### config.mk
export PLATFORM = sky130hd
export DESIGN_NAME = butterfly_pipe
export DESIGN_NICKNAME = d
export VERILOG_FILES = /design/src/rtl/fft_pkg.sv /design/src/rtl/fft_cmul_pipe.sv /design/src/rtl/butterfly_pipe.sv
export SDC_FILE = /design/constraint.sdc
export NUM_CORES = 2
export LEC_CHECK = 0
export CAP_MARGIN = 20
export CORE_MARGIN = 2
export CORE_UTILIZATION = 35
export CTS_CLUSTER_SIZE = 10
export DETAILED_ROUTE_END_ITERATION = 8
export GPL_ROUTABILITY_DRIVEN = 0
export GPL_TIMING_DRIVEN = 0
export HOLD_SLACK_MARGIN = 0.06
export SLEW_MARGIN = 30
export SYNTH_ARGS = -nofsm -noshare
export SYNTH_HDL_FRONTEND = slang
export SYNTH_SLANG_ARGS = --single-unit
### constraint.sdc
create_clock -name clk -period 17 [get_ports clk]
set_input_delay 3.4 -clock clk [delete_from_list [all_inputs] [get_ports clk]]
set_output_delay 3.4 -clock clk [all_outputs]
set_load 0.05 [all_outputs]
### src/rtl/fft_pkg.sv
`default_nettype none
// ============================================================================
// Module      : fft_pkg
// Description : Shared definitions for the radix-2 butterfly datapath.
//               - Default Q-format (I integer bits incl. sign, F fraction bits)
//               - word_w(): word width helper, W = I + F
//               - sat_w():  signed saturation of a wide value to w bits
//               - c_ONE:    1.0 in the default Q-format
//               - pair_state_t: states of the even/odd pairing FSM
// Revision    : 1.0 - initial release
// ============================================================================
package fft_pkg;

    localparam int c_I_DEF = 4;
    localparam int c_F_DEF = 12;
    localparam int c_ONE   = 1 << c_F_DEF;

    // Working width for saturation; every intermediate passed to sat_w must
    // fit here, which bounds W to at most 31 bits.
    localparam int c_SAT_W = 64;

    typedef enum logic [0:0] {
        ST_EMPTY     = 1'b0,
        ST_HAVE_EVEN = 1'b1
    } pair_state_t;

    function automatic int word_w(input int i, input int f);
        return i + f;
    endfunction

    // Clamp x into [-2^(w-1), 2^(w-1)-1]; the caller truncates to w bits.
    function automatic logic signed [c_SAT_W-1:0] sat_w(
        input logic signed [c_SAT_W-1:0] x,
        input int                        w
    );
        logic signed [c_SAT_W-1:0] hi;
        logic signed [c_SAT_W-1:0] lo;
        hi = (64'sd1 <<< (w - 1)) - 64'sd1;
        lo = -hi - 64'sd1;
        if (x > hi) begin
            return hi;
        end
        if (x < lo) begin
            return lo;
        end
        return x;
    endfunction

endpackage
`default_nettype wire

### src/rtl/fft_cmul_pipe.sv
`default_nettype none
// ============================================================================
// Module      : fft_cmul_pipe
// Description : Two-stage pipelined complex multiply t = b * twi.
//               Stage 1 registers the four 2W-bit partial products, stage 2
//               combines them, truncates (floor) by F and saturates to W.
// Ports       : clk, rst (async, active-low), i_clr (sync valid clear)
//               i_vld, i_b_re/im, i_twi_re/im  -> operands
//               o_t_re/im, o_vld               -> product, two edges later
// Revision    : 1.0 - initial release
// ============================================================================
module fft_cmul_pipe
    import fft_pkg::*;
#(
    parameter  int I = c_I_DEF,
    parameter  int F = c_F_DEF,
    localparam int W = word_w(I, F)
) (
    input  logic         clk,
    input  logic         rst,
    input  logic         i_clr,
    input  logic         i_vld,
    input  logic [W-1:0] i_b_re,
    input  logic [W-1:0] i_b_im,
    input  logic [W-1:0] i_twi_re,
    input  logic [W-1:0] i_twi_im,
    output logic [W-1:0] o_t_re,
    output logic [W-1:0] o_t_im,
    output logic         o_vld
);

    // Operands sign-extended to the product width so the multiply is
    // evaluated at full precision without relying on context extension.
    logic signed [2*W-1:0] w_br;
    logic signed [2*W-1:0] w_bi;
    logic signed [2*W-1:0] w_wr;
    logic signed [2*W-1:0] w_wi;

    assign w_br = {{W{i_b_re[W-1]}},   i_b_re};
    assign w_bi = {{W{i_b_im[W-1]}},   i_b_im};
    assign w_wr = {{W{i_twi_re[W-1]}}, i_twi_re};
    assign w_wi = {{W{i_twi_im[W-1]}}, i_twi_im};

    logic signed [2*W-1:0] r_p_rr;
    logic signed [2*W-1:0] r_p_ii;
    logic signed [2*W-1:0] r_p_ri;
    logic signed [2*W-1:0] r_p_ir;
    logic                  r_v1;
    logic [W-1:0]          r_t_re;
    logic [W-1:0]          r_t_im;
    logic                  r_v2;

    // One guard bit for the add/sub of two full-width products.
    logic signed [2*W:0] w_re_full;
    logic signed [2*W:0] w_im_full;
    logic signed [2*W:0] w_re_sh;
    logic signed [2*W:0] w_im_sh;

    assign w_re_full = {r_p_rr[2*W-1], r_p_rr} - {r_p_ii[2*W-1], r_p_ii};
    assign w_im_full = {r_p_ri[2*W-1], r_p_ri} + {r_p_ir[2*W-1], r_p_ir};
    // Arithmetic shift rounds toward minus infinity (floor truncation).
    assign w_re_sh   = w_re_full >>> F;
    assign w_im_sh   = w_im_full >>> F;

    always_ff @(posedge clk or negedge rst) begin
        if (!rst) begin
            r_p_rr <= '0;
            r_p_ii <= '0;
            r_p_ri <= '0;
            r_p_ir <= '0;
            r_v1   <= 1'b0;
            r_t_re <= '0;
            r_t_im <= '0;
            r_v2   <= 1'b0;
        end else begin
            r_p_rr <= w_br * w_wr;
            r_p_ii <= w_bi * w_wi;
            r_p_ri <= w_br * w_wi;
            r_p_ir <= w_bi * w_wr;
            r_v1   <= i_vld & ~i_clr;
            r_t_re <= W'(sat_w(c_SAT_W'(w_re_sh), W));
            r_t_im <= W'(sat_w(c_SAT_W'(w_im_sh), W));
            r_v2   <= r_v1 & ~i_clr;
        end
    end

    assign o_t_re = r_t_re;
    assign o_t_im = r_t_im;
    assign o_vld  = r_v2;

endmodule
`default_nettype wire

### src/rtl/butterfly_pipe.sv
`default_nettype none
// ============================================================================
// Module      : butterfly_pipe
// Description : Radix-2 DIT butterfly. Pairs even and odd samples arriving
//               one at a time, computes t = odd*twi, top = even+t and
//               bot = even-t through a 4-register pipeline (no stall).
// Ports       : clk, rst (async, active-low), i_clr (sync clear)
//               i_even_vld, i_even_re/im          -> even sample
//               i_odd_vld, i_odd_re/im, i_twi_re/im -> odd sample + twiddle
//               o_top_re/im, o_bot_re/im, o_vld   -> results, 1-cycle strobe
//               o_err                             -> sticky orphan-odd flag
// Revision    : 1.0 - initial release
// ============================================================================
module butterfly_pipe
    import fft_pkg::*;
#(
    parameter  int I     = c_I_DEF,
    parameter  int F     = c_F_DEF,
    parameter  int SCALE = 0,
    localparam int W     = word_w(I, F)
) (
    input  logic         clk,
    input  logic         rst,
    input  logic         i_clr,
    input  logic         i_even_vld,
    input  logic         i_odd_vld,
    input  logic [W-1:0] i_even_re,
    input  logic [W-1:0] i_even_im,
    input  logic [W-1:0] i_odd_re,
    input  logic [W-1:0] i_odd_im,
    input  logic [W-1:0] i_twi_re,
    input  logic [W-1:0] i_twi_im,
    output logic [W-1:0] o_top_re,
    output logic [W-1:0] o_top_im,
    output logic [W-1:0] o_bot_re,
    output logic [W-1:0] o_bot_im,
    output logic         o_vld,
    output logic         o_err
);

    // ------------------------------------------------------------------
    // Pairing FSM
    // ------------------------------------------------------------------
    pair_state_t r_state;
    pair_state_t w_state_nx;
    logic        w_fire;         // pair forms this cycle
    logic        w_use_in_even;  // pair takes even from the inputs, not the hold reg
    logic        w_latch;        // capture input even into the hold reg
    logic        w_err_set;

    always_comb begin
        w_state_nx    = r_state;
        w_fire        = 1'b0;
        w_use_in_even = 1'b0;
        w_latch       = 1'b0;
        w_err_set     = 1'b0;
        if (i_clr) begin
            w_state_nx = ST_EMPTY;
        end else begin
            case (r_state)
                ST_EMPTY: begin
                    if (i_odd_vld) begin
                        if (i_even_vld) begin
                            w_fire        = 1'b1;
                            w_use_in_even = 1'b1;
                        end else begin
                            w_err_set = 1'b1;
                        end
                    end else if (i_even_vld) begin
                        w_latch    = 1'b1;
                        w_state_nx = ST_HAVE_EVEN;
                    end
                end
                ST_HAVE_EVEN: begin
                    if (i_odd_vld) begin
                        w_fire        = 1'b1;
                        w_use_in_even = i_even_vld;
                        w_state_nx    = ST_EMPTY;
                    end else if (i_even_vld) begin
                        w_latch = 1'b1;
                    end
                end
                default: w_state_nx = ST_EMPTY;
            endcase
        end
    end

    logic [W-1:0] r_hold_re;
    logic [W-1:0] r_hold_im;
    logic         r_err;

    always_ff @(posedge clk or negedge rst) begin
        if (!rst) begin
            r_state   <= ST_EMPTY;
            r_hold_re <= '0;
            r_hold_im <= '0;
            r_err     <= 1'b0;
        end else begin
            r_state <= w_state_nx;
            if (w_latch) begin
                r_hold_re <= i_even_re;
                r_hold_im <= i_even_im;
            end
            if (w_err_set) begin
                r_err <= 1'b1;
            end
        end
    end

    // ------------------------------------------------------------------
    // Pair registers (edge k) and even delay line (edges k+1, k+2) that
    // keeps the even sample aligned with the two-stage multiplier.
    // ------------------------------------------------------------------
    logic [W-1:0] r_pe_re;
    logic [W-1:0] r_pe_im;
    logic [W-1:0] r_po_re;
    logic [W-1:0] r_po_im;
    logic [W-1:0] r_pt_re;
    logic [W-1:0] r_pt_im;
    logic         r_v0;
    logic [W-1:0] r_ev1_re;
    logic [W-1:0] r_ev1_im;
    logic [W-1:0] r_ev2_re;
    logic [W-1:0] r_ev2_im;

    always_ff @(posedge clk or negedge rst) begin
        if (!rst) begin
            r_pe_re  <= '0;
            r_pe_im  <= '0;
            r_po_re  <= '0;
            r_po_im  <= '0;
            r_pt_re  <= '0;
            r_pt_im  <= '0;
            r_v0     <= 1'b0;
            r_ev1_re <= '0;
            r_ev1_im <= '0;
            r_ev2_re <= '0;
            r_ev2_im <= '0;
        end else begin
            r_v0 <= w_fire;
            if (w_fire) begin
                r_pe_re <= w_use_in_even ? i_even_re : r_hold_re;
                r_pe_im <= w_use_in_even ? i_even_im : r_hold_im;
                r_po_re <= i_odd_re;
                r_po_im <= i_odd_im;
                r_pt_re <= i_twi_re;
                r_pt_im <= i_twi_im;
            end
            r_ev1_re <= r_pe_re;
            r_ev1_im <= r_pe_im;
            r_ev2_re <= r_ev1_re;
            r_ev2_im <= r_ev1_im;
        end
    end

    // ------------------------------------------------------------------
    // Complex multiply (edges k+1, k+2)
    // ------------------------------------------------------------------
    logic [W-1:0] w_t_re;
    logic [W-1:0] w_t_im;
    logic         w_t_vld;

    fft_cmul_pipe #(
        .I (I),
        .F (F)
    ) u_cmul (
        .clk      (clk),
        .rst      (rst),
        .i_clr    (i_clr),
        .i_vld    (r_v0),
        .i_b_re   (r_po_re),
        .i_b_im   (r_po_im),
        .i_twi_re (r_pt_re),
        .i_twi_im (r_pt_im),
        .o_t_re   (w_t_re),
        .o_t_im   (w_t_im),
        .o_vld    (w_t_vld)
    );

    // ------------------------------------------------------------------
    // Add/sub, optional halving, saturation (edge k+3)
    // ------------------------------------------------------------------
    logic signed [W:0] w_sum_re;
    logic signed [W:0] w_sum_im;
    logic signed [W:0] w_dif_re;
    logic signed [W:0] w_dif_im;
    logic signed [W:0] w_sum_re_sc;
    logic signed [W:0] w_sum_im_sc;
    logic signed [W:0] w_dif_re_sc;
    logic signed [W:0] w_dif_im_sc;

    assign w_sum_re = {r_ev2_re[W-1], r_ev2_re} + {w_t_re[W-1], w_t_re};
    assign w_sum_im = {r_ev2_im[W-1], r_ev2_im} + {w_t_im[W-1], w_t_im};
    assign w_dif_re = {r_ev2_re[W-1], r_ev2_re} - {w_t_re[W-1], w_t_re};
    assign w_dif_im = {r_ev2_im[W-1], r_ev2_im} - {w_t_im[W-1], w_t_im};

    generate
        if (SCALE != 0) begin : g_scale_half
            assign w_sum_re_sc = w_sum_re >>> 1;
            assign w_sum_im_sc = w_sum_im >>> 1;
            assign w_dif_re_sc = w_dif_re >>> 1;
            assign w_dif_im_sc = w_dif_im >>> 1;
        end else begin : g_scale_none
            assign w_sum_re_sc = w_sum_re;
            assign w_sum_im_sc = w_sum_im;
            assign w_dif_re_sc = w_dif_re;
            assign w_dif_im_sc = w_dif_im;
        end
    endgenerate

    logic [W-1:0] r_top_re;
    logic [W-1:0] r_top_im;
    logic [W-1:0] r_bot_re;
    logic [W-1:0] r_bot_im;
    logic         r_vld;

    always_ff @(posedge clk or negedge rst) begin
        if (!rst) begin
            r_top_re <= '0;
            r_top_im <= '0;
            r_bot_re <= '0;
            r_bot_im <= '0;
            r_vld    <= 1'b0;
        end else begin
            r_vld <= w_t_vld & ~i_clr;
            // Outputs only move together with the strobe so they hold
            // their last value whenever o_vld is low.
            if (w_t_vld && !i_clr) begin
                r_top_re <= W'(sat_w(c_SAT_W'(w_sum_re_sc), W));
                r_top_im <= W'(sat_w(c_SAT_W'(w_sum_im_sc), W));
                r_bot_re <= W'(sat_w(c_SAT_W'(w_dif_re_sc), W));
                r_bot_im <= W'(sat_w(c_SAT_W'(w_dif_im_sc), W));
            end
        end
    end

    assign o_top_re = r_top_re;
    assign o_top_im = r_top_im;
    assign o_bot_re = r_bot_re;
    assign o_bot_im = r_bot_im;
    assign o_vld    = r_vld;
    assign o_err    = r_err;

endmodule
`default_nettype wire
# Word level (Yosys, flattened, before mapping)
# Index checks and enable logic that the tools add are counted.
word_totals:
  reg_bits: 422
  input_bits: 101
  elab_cells: 126
op_classes:
  n_addsub: 6
  n_mul: 4
  magnitude_cmp: 12
  n_mux: 69
  bitwise_logic: 5
  reduce_logical: 2
op_table:
  columns: ["op", "n"]
  rows:
  - ["$mux 16", 26]
  - ["$mul 16x16->32", 4]
  - ["$gt 17x16->1 const B", 4]
  - ["$lt 17x16->1 const B", 4]
  - ["$gt 21x16->1 const B", 2]
  - ["$lt 21x16->1 const B", 2]
  - ["$mux 1", 40]
  - ["$add 16x16->17", 2]
  - ["$sub 16x16->17", 2]
  - ["$add 32x32->33", 1]
  - ["$sub 32x32->33", 1]
  - ["$pmux 1 s2", 3]
  - ["$and 1x1->1", 3]
  - ["$not 1->1", 2]
  - ["$logic_and 1x1->1", 1]
  - ["$logic_not 1->1", 1]

# Logic depth before layout (Yosys ltp)
depth:
  depth_word: 8
  mapped_depth: 26
  mapped_depth_nobuf: 25

# Modules after synthesis
# From an unflattened synthesis, not the netlist that was laid out.
unflattened:
  cells_unflattened: 6143
  area_unflattened_um2: 58513.6
by_module_without_submodules:
  columns: ["module", "n_inst", "cells_per_inst", "area_each_um2", "seq_area_each_um2"]
  rows:
  - ["fft_cmul_pipe", 1, 4881, 45991.6, 4053.9]
  - ["butterfly_pipe", 1, 1262, 12522.0, 6506.2]

# Worst setup path after synthesis
# Ideal clock, no wire load.
synth_timing:
  kind: "register -> register"
  start: "reg r_po_im[10]"
  end: "reg u_cmul.r_p_ir[31]"
  setup_ns: 0.124
  arrival_time_ns: 6.288
  required_time_ns: 16.876
  path_slack_ns: 10.588
  stages_incl_launch_ff: 21
  path_buffers: 1
  synth_period_minus_slack_ns: 6.412
  cell_sequence: "dfrtp_1 -> clkbuf_1 -> nand2_1 -> fa_1 -> fa_1 -> fa_1 -> fa_1 -> inv_1 -> fa_1 -> fa_1 -> ha_1 -> a21o_1 -> a21o_1 -> a21o_1 -> a221o_1 -> a41o_1 -> a221o_1 -> a211o_1 -> a21oi_1 -> a21oi_1 -> xnor2_1"
synth_between:
  elab_chain_len: 1
synth_rtl:
  columns: ["element", "line", "text"]
  rows:
  - ["start: declaration", "butterfly_pipe.sv:117", "logic [W-1:0] r_po_im;"]
  - ["start signal: assignment", "butterfly_pipe.sv:145", "r_po_im <= i_odd_im;"]
  - ["$mul 16x16->32", "fft_cmul_pipe.sv:79", "r_p_ir <= w_bi * w_wr;"]
  - ["end signal: assignment", "fft_cmul_pipe.sv:79", null]
  - ["end: declaration", "fft_cmul_pipe.sv:47", "logic signed [2*W-1:0] r_p_ir;"]
# Every way passes these cells.
# A chain may end at the register's enable or synchronous reset.

# Worst setup path in the final report
layout_timing:
  start: "reg r_po_re[9]"
  end: "reg u_cmul.r_p_rr[31]"
layout_between:
  elab_chain_len: 1
layout_rtl:
  columns: ["element", "line", "text"]
  rows:
  - ["start: declaration", "butterfly_pipe.sv:116", "logic [W-1:0] r_po_re;"]
  - ["start signal: assignment", "butterfly_pipe.sv:144", "r_po_re <= i_odd_re;"]
  - ["$mul 16x16->32", "fft_cmul_pipe.sv:76", "r_p_rr <= w_br * w_wr;"]
  - ["end signal: assignment", "fft_cmul_pipe.sv:76", null]
  - ["end: declaration", "fft_cmul_pipe.sv:44", "logic signed [2*W-1:0] r_p_rr;"]
# Every way passes these cells.

==> flow_summary.rst <==
.. list-table::
   :header-rows: 1

   * - Metric
     - Value
   * - Status
     - finished, final reports clean
   * - Clock transition at the registers of the reported paths
     - 0.07 ns
   * - Category of the worst setup path capture point
     - flip-flop
   * - List of most frequent post-synthesis cells
     - 1326 x sky130_fd_sc_hd__inv_1, 1052 x sky130_fd_sc_hd__fa_1, 804 x sky130_fd_sc_hd__nand2_1, 494 x sky130_fd_sc_hd__and2_1, 454 x sky130_fd_sc_hd__ha_1
   * - Most frequent CP cell
     - sky130_fd_sc_hd__fa_1
   * - TritonCTS Buffers
     - 53
   * - Total count of max-transition violations in the final report
     - 0
   * - Leading register cell type out of synthesis
     - sky130_fd_sc_hd__dfrtp_1
   * - Initial antenna violation count
     - 20
   * - Maximum number of pins on one net before global-route repair
     - 88
   * - Tmin final
     - 8.225 ns
   * - Sequential cell area fraction in the yosys report
     - 0.1814
   * - Final hold violation count
     - 0
   * - Area share of the largest cell type after synthesis
     - 0.3618
   * - Tightest Hold Check Type
     - flip-flop to flip-flop
   * - Post-synthesis cell type count
     - 79
   * - Arrival time at the worst endpoint
     - 8.75 ns
   * - Global-route wire length before repair
     - 275300 um
   * - Crit-path cells
     - clkbuf_1 > nand2_1 > fa_1 > fa_1 > fa_1 > inv_1 > fa_1 > fa_1 > inv_1 > fa_1 > inv_1 > ha_1 > nand2_1 > nand2b_1 > a21o_1 > a21oi_1 > o21ai_1 > a221oi_1 > o21ai_1 > a211o_1 > a31o_2 > a21oi_1 > xnor2_1
   * - Number of buffer cells added on primary ports
     - 166
   * - Number of ports placed on the die boundary
     - 167
   * - Number of flops mapped to enable cells by yosys
     - 0
   * - Synth Instances
     - 6182
   * - Worst Path Required
     - 17.53 ns
   * - Sum Neg Setup Slack
     - 0 ns
   * - Skew-Pair Late Insertion Delay
     - 0.69 ns
   * - Leading area contributor after synthesis
     - sky130_fd_sc_hd__fa_1
   * - Clk sinks
     - 422
   * - Share of cells above drive strength 1
     - 0.02968
   * - DRC
     - 0
   * - Area Growth Syn to Fin
     - 10.77%
   * - Fin nets
     - 8019
   * - Post-CTS resize count
     - 0
   * - Via Count
     - 43390
   * - CTS tree
     - yes
   * - Buffers and inverters on the worst path
     - 4
   * - RSZ-0062 raised after global routing
     - false
   * - Synth Register Bits
     - 422
   * - Vertical die dimension
     - 411.8 um
   * - Peak clock frequency supported by timing
     - 0.1216 GHz
   * - Number of DRC markers in iteration 0
     - 4123
   * - Max-cap violations
     - 0
   * - Global-route congestion overflow total
     - 0
   * - Die area
     - 0.1696 mm^2
   * - H-tree depth
     - 2
   * - Post-DP HPWL
     - 147700 um
   * - Area contributors post-synth
     - sky130_fd_sc_hd__fa_1 36%, sky130_fd_sc_hd__dfrtp_1 18%, sky130_fd_sc_hd__ha_1 9.8%
   * - Detailed-router iteration count before antenna repair
     - 8
   * - Final worst-path cycle share
     - 0.4838
   * - Total routed wirelength
     - 181800 um
   * - Starting utilization of the core area
     - 0.3528
   * - Number of global-route vias before repair
     - 44620
   * - Max clock buf depth
     - 3
   * - Sort of element at the start of the critical path
     - flip-flop
   * - Number of endpoints failing setup at the final stage
     - 0
   * - Post-synthesis instance area
     - 0.05821 mm^2
   * - Critical path's largest stage delay
     - 0.89 ns
   * - Standard cell core area
     - 0.1650 mm^2
   * - Syn nets
     - 7789
   * - Slowest stage cell on the critical path
     - sky130_fd_sc_hd__dfrtp_1
   * - Root buffer cell
     - sky130_fd_sc_hd__clkbuf_16
   * - Overall die width
     - 411.8 um
   * - Final core occ
     - 0.3908
   * - Number of hold buffers added after cts
     - 0
   * - Detail Route Antenna Nets
     - 0
   * - Relative slew margins
     - 0.2342
   * - Synth Area per Inst
     - 9.415 um^2
   * - Worst-margin pin slew
     - 1.149 ns
   * - Cell class contributing the biggest share of worst-path delay
     - adder cells
   * - Category of the most critical setup path
     - flip-flop to flip-flop
   * - Count of buffers added by post-CTS timing repair for setup
     - 0
   * - Wire length per cell after detailed routing
     - 21.07 um
   * - FFs w/ async S/R, synth
     - 1.000
   * - Drt via density
     - 5.027
   * - Total routing usage reported by global routing
     - 0.2182
   * - Most numerous cell in the Yosys netlist
     - sky130_fd_sc_hd__inv_1
   * - Yosys warning total
     - 0
   * - Max FO, Critical Path
     - 10
   * - Total number of placement rows
     - 149
   * - Post-route clock skew
     - 0.06155 ns
==> per-stage QoR <==
step	hold WS [ns]	setup WS [ns]	instance area [um^2]	cells
finish	0.3415	8.775	64470	8631
global route	0.3473	8.654	64460	8625
CTS	0.3468	8.964	64440	8624
detailed placement	0.3347	9.052	62860	8546
global placement	0.3311	-6.569	62610	8537
floorplan	0.3312	10.59	58210	6182
==> per-layer routing <==
layer | track usage | routed length [um] | up-vias
li1 | - | - | 19090
met1 | 0.2984 | 75780 | 21960
met2 | 0.3203 | 76340 | 2019
met3 | 0.07737 | 22580 | 302
met4 | 0.07099 | 6941 | 18
met5 | 0.003392 | 183 | -
==> placed cells by master, fill, tap and decap left out, types with 46 or more instances in the layout <==
cell	n
sky130_fd_sc_hd__a21o_1	99
sky130_fd_sc_hd__dfrtp_1	422
sky130_fd_sc_hd__nand2_1	804
sky130_fd_sc_hd__xor2_1	46
sky130_fd_sc_hd__inv_1	1326
sky130_fd_sc_hd__ha_1	454
sky130_fd_sc_hd__nor3_1	46
sky130_fd_sc_hd__clkdlybuf4s50_1	165
sky130_fd_sc_hd__o21ai_0	140
sky130_fd_sc_hd__a21oi_1	198
sky130_fd_sc_hd__fa_1	1052
sky130_fd_sc_hd__and2_1	494
sky130_fd_sc_hd__xnor2_1	181
sky130_fd_sc_hd__clkbuf_1	217
sky130_fd_sc_hd__nor2_1	214
sky130_fd_sc_hd__clkbuf_16	53
sky130_fd_sc_hd__nand2b_1	50
==> sequential cells by signal (all words and copies together) (netlist names), 32 cells and up <==
register and flops:
u_cmul.r_p_ii 32, u_cmul.r_p_rr 32, u_cmul.r_p_ri 32, u_cmul.r_p_ir 32
==> cells by family after synthesis <==
family | after synthesis | share of synthesized area
flip-flops | 422 | 0.1814
buffers and inverters | 1587 | 0.1026
multiplexers | 38 | 0.007287
AND/OR/NAND/NOR | 1737 | 0.1419
XOR/XNOR | 227 | 0.03416
AO/OA/AOI/OAI | 663 | 0.07292
adder cells (fa/ha/maj) | 1508 | 0.4598
==> path summary, 6_finish.rpt <==
kind / start / endpoint / slack, ns / cells past startpoint
max: r_po_re[9]$_DFFE_PN0P_ / u_cmul.r_p_rr[31]$_DFF_PN0_ / 8.77 / 23
min: r_ev1_re[14]$_DFF_PN0_ / r_ev2_re[14]$_DFF_PN0_ / 0.34 / 0
max reg2reg: r_po_re[9]$_DFFE_PN0P_ / u_cmul.r_p_rr[31]$_DFF_PN0_ / 8.77 / 23
min reg2reg: r_ev1_re[14]$_DFF_PN0_ / r_ev2_re[14]$_DFF_PN0_ / 0.34 / 0
max in group asynchronous: rst / u_cmul.r_p_ir[14]$_DFF_PN0_ / 12.36 / 6
min in group asynchronous: rst / o_bot_re[7]$_DFFE_PN0P_ / 2.66 / 1
==> final cells by class <==
class	count	area (um^2)
Antenna cell	7	17.52
Sequential cell	422	10560
Buffer	260	1044
Clock inverter	11	145.1
Multi-Input combinational cell	4173	41680
Inverter	1327	4981
Clock buffer	67	1439
Tap cell	2189	2739
Fill cell	16460	100500
Timing Repair Buffer	175	1866
Power is not shown: default switching activity piles up to over one toggle a cycle in this logic, so the estimate is an artifact.
